`config.mk`:
```
export PLATFORM = sky130hd
export DESIGN_NAME = als_spi_responder_flat
export DESIGN_NICKNAME = d
export VERILOG_FILES = /design/src/rtl/als_spi_if.sv /design/src/rtl/als_spi_responder.sv /design/src/flat_wrapper.sv
export SDC_FILE = /design/constraint.sdc
export NUM_CORES = 1
export LEC_CHECK = 0
export ABC_AREA = 0
export BUFFER_PORTS_ARGS = -buffer_cell sky130_fd_sc_hd__buf_4
export CELL_PAD_IN_SITES_DETAIL_PLACEMENT = 2
export CELL_PAD_IN_SITES_GLOBAL_PLACEMENT = 2
export CORE_MARGIN = 2
export CORE_UTILIZATION = 40
export CTS_BUF_LIST = sky130_fd_sc_hd__clkbuf_8 sky130_fd_sc_hd__clkbuf_16
export CTS_CLUSTER_DIAMETER = 150
export DETAILED_ROUTE_END_ITERATION = 10
export PLACE_DENSITY_LB_ADDON = 0.08
export SETUP_SLACK_MARGIN = 0.3
export SKIP_CTS_REPAIR_TIMING = 1
export SLEW_MARGIN = 20
export SYNTH_ARGS = -nofsm -noshare
export SYNTH_HDL_FRONTEND = slang
export SYNTH_SLANG_ARGS = --single-unit
```
`constraint.sdc`:
```
create_clock -name clk -period 2.28 [get_ports clk]
set_input_delay 0.342 -clock clk [delete_from_list [all_inputs] [get_ports clk]]
set_output_delay 0.342 -clock clk [all_outputs]
set_load 0.01 [all_outputs]
```
`src/rtl/als_spi_if.sv`:
```
// ---------------------------------------------------------------------------
// als_spi_if
// Bundle of the signals between the ambient-light SPI responder and the
// outside world. clk and rst are not part of the bundle and stay plain ports.
//
//   ncs          chip select from SPI master, active low, async to clk
//   sck          SPI clock from master, idle high, async to clk
//   sdo          serial data to master, MSB first
//   sample_data  next light sample
//   sample_valid sample_data valid
//   sample_ready holding register can accept a sample
//   frame_done   one-cycle pulse when a full 16-bit frame has been sent
//   underrun     one-cycle pulse when a frame starts with no fresh sample
//   abort_cnt    saturating count of frames cut short by ncs
//
// Modports: master = SPI master / sample producer side, slave = responder.
// ---------------------------------------------------------------------------
interface als_spi_if;
    logic       ncs;
    logic       sck;
    logic       sdo;
    logic [7:0] sample_data;
    logic       sample_valid;
    logic       sample_ready;
    logic       frame_done;
    logic       underrun;
    logic [7:0] abort_cnt;

    modport master (
        output ncs, sck, sample_data, sample_valid,
        input  sdo, sample_ready, frame_done, underrun, abort_cnt
    );

    modport slave (
        input  ncs, sck, sample_data, sample_valid,
        output sdo, sample_ready, frame_done, underrun, abort_cnt
    );
endinterface

```
`src/rtl/als_spi_responder.sv`:
```
// ---------------------------------------------------------------------------
// als_spi_responder
// SPI slave that answers every chip-select frame with a 16-bit word
// {4'b0000, sample[7:0], 4'b0000}, bit 15 first. ncs and sck are sampled
// with clk through SYNC_STAGES flops; sdo changes SYNC_STAGES+1 clk cycles
// after an sck falling edge on the pin, so the master must keep each sck
// half-period at least SYNC_STAGES+3 clk cycles long.
//
// Parameters
//   SYNC_STAGES  synchronizer depth on ncs/sck, legal 2..4 (default 2)
//   IDLE_SDO     sdo level outside a frame (default 1'b0)
//
// Ports
//   clk          system clock, all state on posedge
//   rst          asynchronous active-high reset
//   bus          als_spi_if.slave (ncs, sck, sdo, sample handshake, status)
//
// Build option
//   ALS_SPI_RESPONDER_LFSR_EN  when defined, frame payloads come from an
//   internal 8-bit Fibonacci LFSR (taps 8,6,5,4, seed 8'h01) advanced once
//   per frame; the sample port is ignored and sample_ready is held at 0.
// ---------------------------------------------------------------------------
module als_spi_responder #(
    parameter int   SYNC_STAGES = 2,
    parameter logic IDLE_SDO    = 1'b0
) (
    input  logic     clk,
    input  logic     rst,
    als_spi_if.slave bus
);

    typedef enum logic [1:0] {
        WAIT_IDLE = 2'd0,
        IDLE      = 2'd1,
        SHIFT     = 2'd2,
        HOLD      = 2'd3
    } state_t;

    // After reset the synchronizer holds its reset value (all ones), not the
    // pin. WAIT_IDLE must not trust "ncs high" until the chain has refilled
    // from the pin, otherwise a master holding ncs low through reset would
    // look like a fresh falling edge.
    localparam logic [2:0] FLUSH_CYC = 3'(SYNC_STAGES);

    state_t                 state_r;
    state_t                 state_next_s;

    logic [SYNC_STAGES-1:0] ncs_sync_r;
    logic [SYNC_STAGES-1:0] sck_sync_r;
    logic                   ncs_prev_r;
    logic                   sck_prev_r;
    logic [2:0]             flush_cnt_r;

    logic                   ncs_s;
    logic                   sck_s;
    logic                   ncs_fall_s;
    logic                   ncs_rise_s;
    logic                   sck_fall_s;
    logic                   flush_done_s;

    logic [15:0]            shift_r;
    logic [15:0]            shift_next_s;
    logic [4:0]             bit_cnt_r;

    logic                   load_s;
    logic                   shift_en_s;
    logic                   done_s;
    logic                   abort_s;
    logic                   sdo_next_s;

    logic [7:0]             payload_s;
    logic [15:0]            frame_s;
    logic                   ready_s;
    logic                   underrun_next_s;

    logic                   sdo_r;
    logic                   frame_done_r;
    logic                   underrun_r;
    logic [7:0]             abort_cnt_r;

    // ---------------------------------------------------------------------
    // Synchronizers and edge detection
    // ---------------------------------------------------------------------

    // Synchronizer chains plus one extra flop each for edge detection
    always_ff @(posedge clk or posedge rst) begin
        if (rst) begin
            ncs_sync_r <= {SYNC_STAGES{1'b1}};
            sck_sync_r <= {SYNC_STAGES{1'b1}};
            ncs_prev_r <= 1'b1;
            sck_prev_r <= 1'b1;
        end else begin
            ncs_sync_r <= {ncs_sync_r[SYNC_STAGES-2:0], bus.ncs};
            sck_sync_r <= {sck_sync_r[SYNC_STAGES-2:0], bus.sck};
            ncs_prev_r <= ncs_sync_r[SYNC_STAGES-1];
            sck_prev_r <= sck_sync_r[SYNC_STAGES-1];
        end
    end

    // Counts clocks since reset until the synchronizer reflects the pins
    always_ff @(posedge clk or posedge rst) begin
        if (rst) begin
            flush_cnt_r <= 3'd0;
        end else if (!flush_done_s) begin
            flush_cnt_r <= flush_cnt_r + 3'd1;
        end
    end

    assign ncs_s        = ncs_sync_r[SYNC_STAGES-1];
    assign sck_s        = sck_sync_r[SYNC_STAGES-1];
    assign ncs_fall_s   = ncs_prev_r & ~ncs_s;
    assign ncs_rise_s   = ~ncs_prev_r & ncs_s;
    assign sck_fall_s   = sck_prev_r & ~sck_s;
    assign flush_done_s = (flush_cnt_r == FLUSH_CYC);

    // ---------------------------------------------------------------------
    // Frame FSM
    // ---------------------------------------------------------------------

    // FSM state register
    always_ff @(posedge clk or posedge rst) begin
        if (rst) begin
            state_r <= WAIT_IDLE;
        end else begin
            state_r <= state_next_s;
        end
    end

    // FSM next-state decode; an ncs rise outranks a coincident sck fall
    always_comb begin
        state_next_s = state_r;
        case (state_r)
            WAIT_IDLE: begin
                if (flush_done_s && ncs_s) begin
                    state_next_s = IDLE;
                end else begin
                    state_next_s = WAIT_IDLE;
                end
            end
            IDLE: begin
                if (ncs_fall_s) begin
                    state_next_s = SHIFT;
                end else begin
                    state_next_s = IDLE;
                end
            end
            SHIFT: begin
                if (ncs_rise_s) begin
                    state_next_s = IDLE;
                end else if (sck_fall_s && (bit_cnt_r == 5'd15)) begin
                    state_next_s = HOLD;
                end else begin
                    state_next_s = SHIFT;
                end
            end
            HOLD: begin
                if (ncs_rise_s) begin
                    state_next_s = IDLE;
                end else begin
                    state_next_s = HOLD;
                end
            end
            default: begin
                state_next_s = WAIT_IDLE;
            end
        endcase
    end

    // FSM output decode: datapath strobes and next sdo level.
    // An sck fall coinciding with the ncs fall arrives while still in IDLE,
    // so it never shifts.
    always_comb begin
        load_s     = 1'b0;
        shift_en_s = 1'b0;
        done_s     = 1'b0;
        abort_s    = 1'b0;
        case (state_r)
            WAIT_IDLE: begin
                load_s = 1'b0;
            end
            IDLE: begin
                load_s = ncs_fall_s;
            end
            SHIFT: begin
                abort_s    = ncs_rise_s;
                shift_en_s = sck_fall_s & ~ncs_rise_s;
                done_s     = sck_fall_s & ~ncs_rise_s & (bit_cnt_r == 5'd15);
            end
            HOLD: begin
                shift_en_s = sck_fall_s & ~ncs_rise_s;
            end
            default: begin
                load_s = 1'b0;
            end
        endcase

        if ((state_next_s == SHIFT) || (state_next_s == HOLD)) begin
            sdo_next_s = shift_next_s[15];
        end else begin
            sdo_next_s = IDLE_SDO;
        end
    end

    // ---------------------------------------------------------------------
    // Shift register and bit counter
    // ---------------------------------------------------------------------

    assign frame_s = {4'b0000, payload_s, 4'b0000};

    // Next shift register value: load on frame start, else zero-fill shift
    always_comb begin
        if (load_s) begin
            shift_next_s = frame_s;
        end else if (shift_en_s) begin
            shift_next_s = {shift_r[14:0], 1'b0};
        end else begin
            shift_next_s = shift_r;
        end
    end

    // Shift register and bit counter (counter only advances inside SHIFT)
    always_ff @(posedge clk or posedge rst) begin
        if (rst) begin
            shift_r   <= 16'h0000;
            bit_cnt_r <= 5'd0;
        end else begin
            shift_r <= shift_next_s;
            if (load_s) begin
                bit_cnt_r <= 5'd0;
            end else if (shift_en_s && (state_r == SHIFT)) begin
                bit_cnt_r <= bit_cnt_r + 5'd1;
            end
        end
    end

    // ---------------------------------------------------------------------
    // Payload source
    // ---------------------------------------------------------------------
`ifdef ALS_SPI_RESPONDER_LFSR_EN
    logic [7:0] lfsr_r;

    // Fibonacci LFSR, taps 8,6,5,4; the current value is sent, then advanced
    always_ff @(posedge clk or posedge rst) begin
        if (rst) begin
            lfsr_r <= 8'h01;
        end else if (load_s) begin
            lfsr_r <= {lfsr_r[6:0], lfsr_r[7] ^ lfsr_r[5] ^ lfsr_r[4] ^ lfsr_r[3]};
        end
    end

    assign payload_s       = lfsr_r;
    assign ready_s         = 1'b0;
    assign underrun_next_s = 1'b0;
`else
    logic       full_r;
    logic [7:0] hold_r;
    logic [7:0] last_r;
    logic       accept_s;

    // A frame load frees the holding register in the same cycle, so a
    // producer can refill it on the very cycle the old sample is consumed.
    assign ready_s         = ~full_r | load_s;
    assign accept_s        = bus.sample_valid & ready_s;
    assign payload_s       = full_r ? hold_r : last_r;
    assign underrun_next_s = load_s & ~full_r;

    // Holding register and the copy of the last sample actually consumed
    always_ff @(posedge clk or posedge rst) begin
        if (rst) begin
            full_r <= 1'b0;
            hold_r <= 8'h00;
            last_r <= 8'h00;
        end else begin
            if (load_s && full_r) begin
                last_r <= hold_r;
            end
            if (accept_s) begin
                hold_r <= bus.sample_data;
                full_r <= 1'b1;
            end else if (load_s) begin
                full_r <= 1'b0;
            end
        end
    end
`endif

    // ---------------------------------------------------------------------
    // Registered outputs
    // ---------------------------------------------------------------------

    // Output registers; sdo is registered from its next value so the pin
    // latency stays at SYNC_STAGES+1 clocks
    always_ff @(posedge clk or posedge rst) begin
        if (rst) begin
            sdo_r        <= IDLE_SDO;
            frame_done_r <= 1'b0;
            underrun_r   <= 1'b0;
            abort_cnt_r  <= 8'h00;
        end else begin
            sdo_r        <= sdo_next_s;
            frame_done_r <= done_s;
            underrun_r   <= underrun_next_s;
            if (abort_s && (abort_cnt_r != 8'hFF)) begin
                abort_cnt_r <= abort_cnt_r + 8'd1;
            end
        end
    end

    assign bus.sdo          = sdo_r;
    assign bus.frame_done   = frame_done_r;
    assign bus.underrun     = underrun_r;
    assign bus.abort_cnt    = abort_cnt_r;
    assign bus.sample_ready = ready_s;

endmodule

```
`src/flat_wrapper.sv`:
```
// flat-port wrapper written by rule: the top's interface ports become plain ports
module als_spi_responder_flat 
#(
    parameter int   SYNC_STAGES = 2,
    parameter logic IDLE_SDO    = 1'b0
)
  (clk, rst, bus_ncs, bus_sck, bus_sample_data, bus_sample_valid, bus_sdo, bus_sample_ready, bus_frame_done, bus_underrun, bus_abort_cnt);
  als_spi_if bus_i ();
  input  logic clk;
  input  logic rst;
  input wire logic [$bits(bus_i.ncs)-1:0] bus_ncs;
  input wire logic [$bits(bus_i.sck)-1:0] bus_sck;
  input wire logic [$bits(bus_i.sample_data)-1:0] bus_sample_data;
  input wire logic [$bits(bus_i.sample_valid)-1:0] bus_sample_valid;
  output wire logic [$bits(bus_i.sdo)-1:0] bus_sdo;
  output wire logic [$bits(bus_i.sample_ready)-1:0] bus_sample_ready;
  output wire logic [$bits(bus_i.frame_done)-1:0] bus_frame_done;
  output wire logic [$bits(bus_i.underrun)-1:0] bus_underrun;
  output wire logic [$bits(bus_i.abort_cnt)-1:0] bus_abort_cnt;
  assign bus_i.ncs = bus_ncs;
  assign bus_i.sck = bus_sck;
  assign bus_i.sample_data = bus_sample_data;
  assign bus_i.sample_valid = bus_sample_valid;
  assign bus_sdo = bus_i.sdo;
  assign bus_sample_ready = bus_i.sample_ready;
  assign bus_frame_done = bus_i.frame_done;
  assign bus_underrun = bus_i.underrun;
  assign bus_abort_cnt = bus_i.abort_cnt;
  als_spi_responder #(.SYNC_STAGES(SYNC_STAGES), .IDLE_SDO(IDLE_SDO)) u_core (.clk(clk), .rst(rst), .bus(bus_i));
endmodule
```
==> results of run 1 <==
state kept, by name, summed over array words and instances, names as in the netlist:
name,count
u_core.ncs_prev_r,1
u_core.full_r,1
u_core.ncs_sync_r,2
u_core.shift_r,15
u_core.hold_r,8
u_core.bus.underrun,1
u_core.last_r,8
u_core.bus.frame_done,1
u_core.bus.abort_cnt,8
u_core.sck_prev_r,1
u_core.sck_sync_r,2
u_core.flush_cnt_r,3
u_core.bit_cnt_r,5
u_core.state_r,2
u_core.bus.sdo,1
power groups by stage:
stage / combinational (mW) / sequential, mW / clock (mW)
final: 0.696 / 1.53 / 0.904
after global routing: 0.780 / 1.58 / 0.989
after global placement: 0.630 / 1.52 / 0
after CTS: 0.701 / 1.54 / 0.936
after detailed placement: 0.694 / 1.55 / 0
after floorplan: 0.480 / 1.49 / 0
layout by cell type (no fill, tap or decap), drive strengths merged, types with 5 or more instances in the layout:
master  count
dfrtp      53
mux2i      14
nand2      19
nor2       11
nand2b      6
o21ai      10
clkbuf     13
and4        9
inv         8
a21oi       5
buf        34
and3        8
a311o       8
mux2       19
dfstp       6
ha          5
nand4      11
logic make-up (layout without fill, tap and decap cells):
family          count (synthesis)  after routing
simple gates                   79             79
flops                          59             59
mux                            33             33
compound gates                 24             24
buf+inv                        17             56
fa+ha+maj                       5              5
xor+xnor                        5              5
path summary, 6_finish.rpt:
| kind | cells after the start | to | slack (ps) |
|---|---|---|---|
| worst max-delay path | 3 | u_core.shift_r[7] | 460 |
| worst min-delay path | 2 | u_core.bit_cnt_r[3] | 30 |
| worst max register to register | 3 | u_core.shift_r[7] | 460 |
| worst min register to register | 0 | u_core.sck_sync_r[1] | 360 |
| max in group asynchronous | 3 | u_core.ncs_prev_r | 1540 |
| min in group clk | 1 | u_core.ncs_sync_r[0] | 100 |
metrics by stage:
| step | utilization [%] | std cells | instance area [um2] | power [mW] |
|---|---|---|---|---|
| floorplan | - | 222 | 2670 | 1.97 |
| global placement | 46.2 | 320 | 2950 | 2.15 |
| detailed placement | 46.2 | 320 | 2950 | 2.24 |
| CTS | 49.2 | 336 | 3140 | 3.17 |
| global route | 49.5 | 338 | 3160 | 3.35 |
| finish | 49.5 | 338 | 3160 | 3.13 |
per-layer routing:
layer	share of wire [%]	vias up	track usage, %
met2	52	30	33.3
met1	43	952	22.5
met4	1.9	0	8.66
met3	3.1	10	5.29
met5	0	-	0
li1	-	867	-
layout make-up:
type,count,area (um2),area share (%)
Inverter,6,22.5,0.712
Clock buffer,13,179,5.65
Tap cell,77,96.3,3.04
Sequential cell,59,1480,46.9
Timing Repair Buffer,34,259,8.19
Clock inverter,3,12.5,0.395
Multi-Input combinational cell,146,1110,35.1
worst max-delay path: cells and delay by family (launching register included):
family	cells	cell delay (ps)
and+or+nand+nor	2	750
DFF	1	570
AOI/OAI and AO/OA	1	390
==> impl_metrics.json, run 1 <==
{
  "drtAntennaViolNets": 0,
  "whs_ps": 33.5,
  "power_switching_mw": 0.936,
  "worstPathRequired_ps": 2500,
  "crit_chain": "nand2b_1, nand3_2, a311o_1",
  "grt_use_total_pct": 19.3,
  "overflow": 0,
  "endpoint_kind": "register",
  "synth_area_leaders": "dfrtp_1 (50%), mux2_2 (7.2%), dfstp_2 (5.9%), mux2i_1 (5.2%), a311o_1 (3.0%)",
  "cpMaxStageDelayCell": "dfstp_2",
  "clock.fmax_mhz": 548,
  "crit_start": "u_core.ncs_prev_r",
  "final_nets": 274,
  "synth_cell_types": 32,
  "synth_common_cells": "dfrtp_1 (53), nand2_1 (18), mux2_2 (17), mux2i_1 (14)",
  "cts.sinks": 59,
  "drc": 0,
  "wl_per_cell_um": 18.6,
  "p_per_area_mw_per_mm2": 989,
  "async_flop_share_pct": 100,
  "yosysMostFrequentCell": "dfrtp_1",
  "drt-initial-drc-count": 65,
  "drive_above_1_share_pct": 30.3,
  "cts_tree": "yes",
  "vias": 1859,
  "synth_edf_count": 0,
  "max_stage_delay_ps": 570,
  "nFillCells": 635,
  "synth.area.mux_share_pct": 13.3,
  "die-height_um": 85.7,
  "synth_top_area_share_pct": 49.7,
  "worstMarginPinSlew_ps": 548,
  "p_seq_share_pct": 48.9,
  "p_comb_share_pct": 22.2,
  "arrival_ps": 2050,
  "synth_xor_area_share_pct": 1.64,
  "pre_cts_ws_ps": 348,
  "final-hold-violation-count": 0,
  "synthesis.nets": 240,
  "p_leak_nw": 1.53,
  "start_util_pct": 41.8,
  "peakVddDrop_v": 0.000594,
  "clkPwrFrac_pct": 28.9,
  "cap_violations": 0,
  "clock_skew_ps": 2.85,
  "yosys.area.top_type": "dfrtp_1",
  "max-slew-margin-rel_pct": 63.5,
  "clock_tree.buffer_depth": 2,
  "die_area_mm2": 0.00734,
  "finalSetupViolations": 0,
  "r2r-start": "u_core.ncs_prev_r",
  "numCtsBuffers": 9,
  "synth-simple-area-share_pct": 17.8,
  "intPower_mw": 2.20,
  "die_w_um": 85.7,
  "rsz0062_at_grt": "no",
  "rows": 29,
  "port_buffers": 24,
  "period_share_pct": 80.0,
  "wirelength_mm": 6.28,
  "syn_to_final_growth_pct": 18.5,
  "status": "complete, no violations",
  "yosys_warnings": 0,
  "syn_avg_cell_area_um2": 12.0,
  "gp_congestion": 0.784,
  "ys.flop_type": "dfrtp_1",
  "cp-start-kind": "register",
  "power_switching_share_pct": 29.9,
  "synthAdderAreaFrac_pct": 2.34,
  "finalCriticalPeriod_ps": 1820,
  "worst_slack_ps": 455,
  "worstPathMaxFanout": 15,
  "n_antenna_cell": 0,
  "ys_seq_elements": 59,
  "slew_viol_final": 0,
  "synth_top_family_by_area": "simple AND/OR/NAND/NOR gates",
  "grt_pass1_wl_mm": 10.9,
  "grt_max_degree": 25,
  "clock_latency_ps": 340,
  "min_path_type": "in -> async",
  "hpwlAfterDp_mm": 4.40,
  "drt_first_pass_iters": 4,
  "critical_path_class": "reg -> reg",
  "path_clk_slew_ps": 60,
  "vias_per_cell": 5.50,
  "grt_pass1_vias": 2157,
  "synthCells": 222,
  "syn_area_mm2": 0.00267,
  "coreArea_mm2": 0.00639,
  "ys_seq_area_share_pct": 55.6,
  "antenna_found_initial": 0,
  "cts_root_buf": "clkbuf_8",
  "timing.setup.tns_ps": 0,
  "synth_compound_area_share_pct": 6.51,
  "ios": 25,
  "htreeDepth": 3
}
Note: power is estimated with default switching activity, not from simulation.
==> run 2, diff against run 1 <==
--- a/config.mk
+++ b/config.mk
@@ -5,12 +5,12 @@
 export SDC_FILE = /design/constraint.sdc
 export NUM_CORES = 1
 export LEC_CHECK = 0
-export ABC_AREA = 0
+export ABC_AREA = 1
 export BUFFER_PORTS_ARGS = -buffer_cell sky130_fd_sc_hd__buf_4
 export CELL_PAD_IN_SITES_DETAIL_PLACEMENT = 2
 export CELL_PAD_IN_SITES_GLOBAL_PLACEMENT = 2
 export CORE_MARGIN = 2
-export CORE_UTILIZATION = 40
+export CORE_UTILIZATION = 36
 export CTS_BUF_LIST = sky130_fd_sc_hd__clkbuf_8 sky130_fd_sc_hd__clkbuf_16
 export CTS_CLUSTER_DIAMETER = 150
 export DETAILED_ROUTE_END_ITERATION = 10
==> constraint.sdc (replaced) <==
create_clock -name clk -period 1.9 [get_ports clk]
set_input_delay 0.285 -clock clk [delete_from_list [all_inputs] [get_ports clk]]
set_output_delay 0.285 -clock clk [all_outputs]
set_load 0.01 [all_outputs]
==> run 2 against run 1 <==
Compared with the run above:
- area after synthesis up 0.14%
- worst setup slack worse by 89 ps
- via count increased by 17%
- first-iteration DRC count decreased by 25%
- synthesized cell count is 38% higher
- clock-buffer cell count decreased by 4
- final cell count up 33%
- non-clock buffer count up 2
- sequential share of layout area decreased by 1.7 points
- critical endpoint is now bus_sample_ready
==> impl_metrics.json, run 2 <==
{
  "rows": 31,
  "final_nets": 364,
  "yosys_warnings": 0,
  "htreeDepth": 3,
  "synth_cell_types": 27,
  "die_area_mm2": 0.00813,
  "die-height_um": 90.2,
  "syn_area_mm2": 0.00267,
  "start_util_pct": 37.1,
  "final-hold-violation-count": 0,
  "synth_edf_count": 0,
  "grt_use_total_pct": 17.5,
  "drtAntennaViolNets": 0,
  "status": "complete, no violations",
  "peakVddDrop_v": 0.000535,
  "p_leak_nw": 1.59,
  "ys_seq_elements": 59,
  "drt_first_pass_iters": 4,
  "largest_reg_flops": 15,
  "wl_per_cell_um": 14.8,
  "synth-simple-area-share_pct": 28.2,
  "yosys.area.top_type": "dfrtp_1",
  "drt-initial-drc-count": 49,
  "async_flop_share_pct": 100,
  "yosysMostFrequentCell": "nand2_1",
  "synth.area.mux_share_pct": 0,
  "finalCriticalPeriod_ps": 1530,
  "overflow": 0,
  "drc": 0,
  "hpwlAfterDp_mm": 4.58,
  "cpMaxStageDelayCell": "dfstp_2",
  "crit_chain": "nor2_4, nand3_4, nand2_4, buf_6",
  "cts_tree": "yes",
  "synth_top_area_share_pct": 49.6,
  "clock.fmax_mhz": 652,
  "timing.setup.tns_ps": 0,
  "vias_per_cell": 4.82,
  "synthCells": 306,
  "final_util_pct": 45.6,
  "ios": 25,
  "worstMarginPinSlew_ps": 378,
  "min_path_type": "in -> reg",
  "endpoint_kind": "output port",
  "vias": 2168,
  "synth_xor_area_share_pct": 2.29,
  "finalSetupViolations": 0,
  "grt_pass1_wl_mm": 11.2,
  "crit_family": "flip-flops",
  "clock_skew_ps": 7.76,
  "grt_max_degree": 45,
  "final_common_cell": "nand2_1",
  "period_share_pct": 80.7,
  "cts_root_buf": "clkbuf_8",
  "clock_tree.buffer_depth": 2,
  "drive_above_1_share_pct": 21.9,
  "syn_to_final_growth_pct": 22.9,
  "worstPathRequired_ps": 1620,
  "synth_top_family_by_area": "simple AND/OR/NAND/NOR gates",
  "antenna_found_initial": 0,
  "coreArea_mm2": 0.00721,
  "cp-start-kind": "register",
  "critPathBufInv": 1,
  "synth_area_leaders": "dfrtp_1 (50%), nand2_1 (14%), nand3_1 (6.7%), dfstp_2 (5.9%), inv_1 (4.2%)",
  "p_per_area_mw_per_mm2": 1190,
  "critical_path_class": "reg -> out",
  "slew_viol_final": 0,
  "die_w_um": 90.2,
  "synth_compound_area_share_pct": 5.15,
  "ys.flop_type": "dfrtp_1",
  "wirelength_mm": 6.66,
  "cap_violations": 0,
  "worstPathMaxFanout": 4,
  "synthAdderAreaFrac_pct": 2.34,
  "rsz0062_at_grt": "no",
  "max-slew-margin-rel_pct": 74.7,
  "syn_avg_cell_area_um2": 8.74,
  "layout_common_cells": "nand2_1 (96), dfrtp_1 (51), nand3_1 (36)",
  "n_antenna_cell": 0,
  "numCtsBuffers": 9,
  "clock_latency_ps": 340,
  "max_stage_delay_ps": 560,
  "ys_seq_area_share_pct": 55.5,
  "path_clk_slew_ps": 70,
  "grt_pass1_vias": 2335,
  "port_buffers": 24,
  "gp_congestion": 0.680,
  "synthesis.nets": 324,
  "arrival_ps": 1250,
  "cts.sinks": 59,
  "largest-register": "u_core.shift_r",
  "synth_common_cells": "nand2_1 (97), dfrtp_1 (53), nand3_1 (36), inv_1 (30), nor2_1 (18)"
}
==> run 2: cell count changes in the layout (fill, tap and decap cells not counted), sizes merged, moves of 4 or more <==
cell and delta:
nand2 +81, nand3 +35, inv +26, mux2 -19, mux2i -14, o21ai +12, nor2 +11, and4 -9
a311o -8, and3 -8, nand4 -8, nand2b -6, clkinvlp +5, clkbuf -4
==> run 2: per-stage QoR <==
| stage | instance area [um2] | total power [mW] | hold WS, ps | instances | setup WS (ps) |
|---|---|---|---|---|---|
| after CTS | 3190 | 3.89 | -81.5 | 443 | 139 |
| after global routing | 3290 | 4.22 | 14.9 | 450 | 289 |
| after global placement | 2980 | 2.63 | 291 | 427 | 358 |
| after floorplan | 2680 | 2.35 | 289 | 306 | 564 |
| after detailed placement | 2980 | 2.69 | 300 | 427 | 309 |
| final | 3290 | 3.91 | 45.6 | 450 | 366 |
==> run 2: report_power, final <==
group	switching [mW]	internal, mW
combinational	0.551	0.396
sequential	0.237	1.56
clock	0.554	0.611
total	1.34	2.57
==> run 2: final timing paths <==
kind                            cells past startpoint                    start                      end  slack [ps]
worst max-delay path                                4     u_core.ncs_sync_r[1]         bus_sample_ready         370
max in group asynchronous                           4                      rst  u_core.bus.abort_cnt[1]         840
min in group asynchronous                           3                      rst           u_core.bus.sdo         510
worst max register to register                      8  u_core.bus.abort_cnt[0]  u_core.bus.abort_cnt[1]         430
worst min register to register                      0     u_core.sck_sync_r[0]     u_core.sck_sync_r[1]         360
worst min-delay path                                1                  bus_sck     u_core.sck_sync_r[0]          50
==> run 2: metal layers <==
| layer | track usage, % | wire, um |
|---|---|---|
| met5 | 0 | 0 |
| met3 | 4.11 | 140 |
| met4 | 7.31 | 100 |
| met1 | 21.4 | 2960 |
| met2 | 29.8 | 3460 |
==> run 2: final cells by class <==
| cell class | instances | area [um2] |
|---|---|---|
| clock buffers | 9 | 124 |
| well taps | 99 | 124 |
| multi-input cells | 206 | 1040 |
| repair buffers | 36 | 302 |
| flip-flops and latches | 59 | 1490 |
| fillers | 809 | 3930 |
| clock inverters | 7 | 77.6 |
| inverters | 34 | 134 |
==> run 2: cells by family (layout without fill, tap and decap cells) <==
kind of cell | count (synthesis) | after routing
AOI/OAI and AO/OA | 27 | 27
xor gates and xnor gates | 7 | 7
adders and majority gates | 5 | 5
buffers and inverters | 41 | 86
DFF | 59 | 59
and+or+nand+nor | 167 | 167
==> run 2: worst register-to-register path: stages, from the launching register on <==
cell	delay, ps
dfrtp_1	410
ha_2	230
inv_1	50
nor2_1	160
nand2_1	170
nand2_4	160
inv_2	70
nand2_1	60
nand2_1	50
==> run 3, diff against run 2 <==
--- a/config.mk
+++ b/config.mk
@@ -10,7 +10,7 @@
 export CELL_PAD_IN_SITES_DETAIL_PLACEMENT = 2
 export CELL_PAD_IN_SITES_GLOBAL_PLACEMENT = 2
 export CORE_MARGIN = 2
-export CORE_UTILIZATION = 36
+export CORE_UTILIZATION = 32
 export CTS_BUF_LIST = sky130_fd_sc_hd__clkbuf_8 sky130_fd_sc_hd__clkbuf_16
 export CTS_CLUSTER_DIAMETER = 150
 export DETAILED_ROUTE_END_ITERATION = 10
==> constraint.sdc (replaced) <==
create_clock -name clk -period 1.3 [get_ports clk]
set_input_delay 0.195 -clock clk [delete_from_list [all_inputs] [get_ports clk]]
set_output_delay 0.195 -clock clk [all_outputs]
set_load 0.01 [all_outputs]
==> run 3 against run 2 <==
Compared with the run above:
- the run now ends with setup timing left
- clock-buffer cell count unchanged
- core utilization is 3.3 points higher
- via count increased by 9.1%
- worst hold slack gained 38 ps
- sequential share of layout area down 8.0 points
- global-route usage rose by 0.099 points
- critical path type unchanged
==> impl_metrics.json, run 3 (synthesis gave the netlist of run 2 again) <==
{
  "status": "complete, but fails checks",
  "violations": "setup timing",
  "period_share_pct": 115,
  "syn_to_final_growth_pct": 49.4,
  "coreArea_mm2": 0.00818,
  "die_area_mm2": 0.00910,
  "endpoint_kind": "output port",
  "htreeDepth": 3,
  "final_common_cell": "nand2_1",
  "gp_congestion": 0.735,
  "worstPathRequired_ps": 1110,
  "drive_above_1_share_pct": 40.9,
  "drt_first_pass_iters": 4,
  "final-hold-violation-count": 0,
  "final_util_pct": 48.9,
  "whs_ps": 83.4,
  "wl_per_cell_um": 16.3,
  "multi_input_area_mm2": 0.00125,
  "pre_cts_ws_ps": -55.2,
  "cpMaxStageDelayCell": "dfstp_2",
  "worstPathMaxFanout": 5,
  "finalSetupViolations": 36,
  "largest-register": "u_core.shift_r",
  "crit_chain": "nor2_4, nand3_4, nand2_4, buf_6",
  "grt_max_degree": 42,
  "overflow": 0,
  "wirelength_mm": 8.20,
  "layout_common_cells": "nand2_1 (91), buf_4 (52), dfrtp_1 (52)",
  "area.sequential_mm2": 0.00149,
  "cap_violations": 0,
  "antenna_found_initial": 0,
  "rows": 33,
  "nFillCells": 879,
  "clock.fmax_mhz": 666,
  "die_w_um": 95.4,
  "grt_pass1_wl_mm": 12.1,
  "critical_path_class": "reg -> out",
  "clock_skew_ps": 9.12,
  "min_path_type": "in -> reg",
  "drtAntennaViolNets": 0,
  "arrival_ps": 1310,
  "clock_latency_ps": 340,
  "rsz0062_at_grt": "yes",
  "p_leak_nw": 1.89,
  "drt-initial-drc-count": 68,
  "grt_use_total_pct": 17.6,
  "vias_per_cell": 4.69,
  "hpwlAfterDp_mm": 5.11,
  "worstRegToRegCells": 7,
  "max-slew-margin-rel_pct": 82.0,
  "drc": 0,
  "largest_reg_flops": 15,
  "timing.setup.tns_ps": -1840,
  "peakVddDrop_v": 0.000721,
  "numCtsBuffers": 9,
  "path_clk_slew_ps": 80,
  "clock_tree.buffer_depth": 2,
  "whs_path_depth": 3,
  "cts_tree": "yes",
  "start_util_pct": 32.7,
  "finalCriticalPeriod_ps": 1500,
  "p_per_area_mw_per_mm2": 1580,
  "cts.sinks": 59,
  "grt_pass1_vias": 2536,
  "worstMarginPinSlew_ps": 267,
  "die-height_um": 95.4,
  "ios": 25,
  "port_buffers": 24,
  "worst_slack_ps": -201,
  "n_antenna_cell": 0,
  "final_nets": 412,
  "vias": 2366,
  "max_stage_delay_ps": 570,
  "cts_root_buf": "clkbuf_8",
  "cp-start-kind": "register",
  "slew_viol_final": 0
}
==> run 3: cell count changes in the layout (fill, tap and decap cells not counted), moves of 6 or more <==
| cell | previous run | this run |
|---|---|---|
| inv_1 | 29 | 23 |
| nand3_2 | 1 | 17 |
| o21ai_1 | 5 | 12 |
| buf_6 | 1 | 25 |
| nand3_1 | 36 | 19 |
| o21ai_0 | 17 | 9 |
| nor2_1 | 17 | 10 |
| buf_4 | 32 | 52 |
==> run 3: area by class of cell <==
type                    count  area share, %
flip-flops and latches     59           37.2
multi-input cells         206           31.3
repair buffers             84           19.7
inverters                  34           3.73
well taps                 105           3.29
clock buffers               9           3.10
clock inverters             7           1.72
==> run 3: metrics by stage <==
step / instances / power [mW] / cell area [um2]
after floorplan: 306 / 3.60 / 2820
after global placement: 461 / 4.18 / 3360
after detailed placement: 461 / 4.27 / 3360
after CTS: 477 / 5.98 / 3550
after global routing: 504 / 6.76 / 4000
final: 504 / 6.32 / 4000
==> run 3: final timing paths <==
check,startpoint,to,slack (ps)
worst min register to register,u_core.sck_sync_r[0],u_core.sck_sync_r[1],360
worst max-delay path,u_core.ncs_sync_r[1],bus_sample_ready,-200
worst min-delay path,bus_sample_data[6],u_core.hold_r[6],80
max in group asynchronous,rst,u_core.sck_sync_r[1],550
worst max register to register,u_core.ncs_sync_r[1],u_core.bus.abort_cnt[5],-160
min in group asynchronous,rst,u_core.shift_r[13],460
==> run 3: worst max-delay path, delay by kind of cell, from the launching register on <==
kind          cells  cell delay [ps]
flops             1              570
buf+inv           1              130
simple gates      3              260
==> run 3: where the power goes <==
| part | leakage, nW | total, mW | internal, mW | switching, mW |
|---|---|---|---|---|
| Combinational | 1.04 | 2.02 | 0.940 | 1.08 |
| Clock | 0.0950 | 1.67 | 0.877 | 0.798 |
| Sequential | 0.756 | 2.62 | 2.28 | 0.347 |
==> run 3: routing by layer <==
metal	wire length (um)	vias to the layer above	track usage (%)
met5	0	-	0
met4	111	0	6.31
met3	131	10	4.11
met2	4390	17	30.3
met1	3570	1190	21.6
li1	-	1149	-
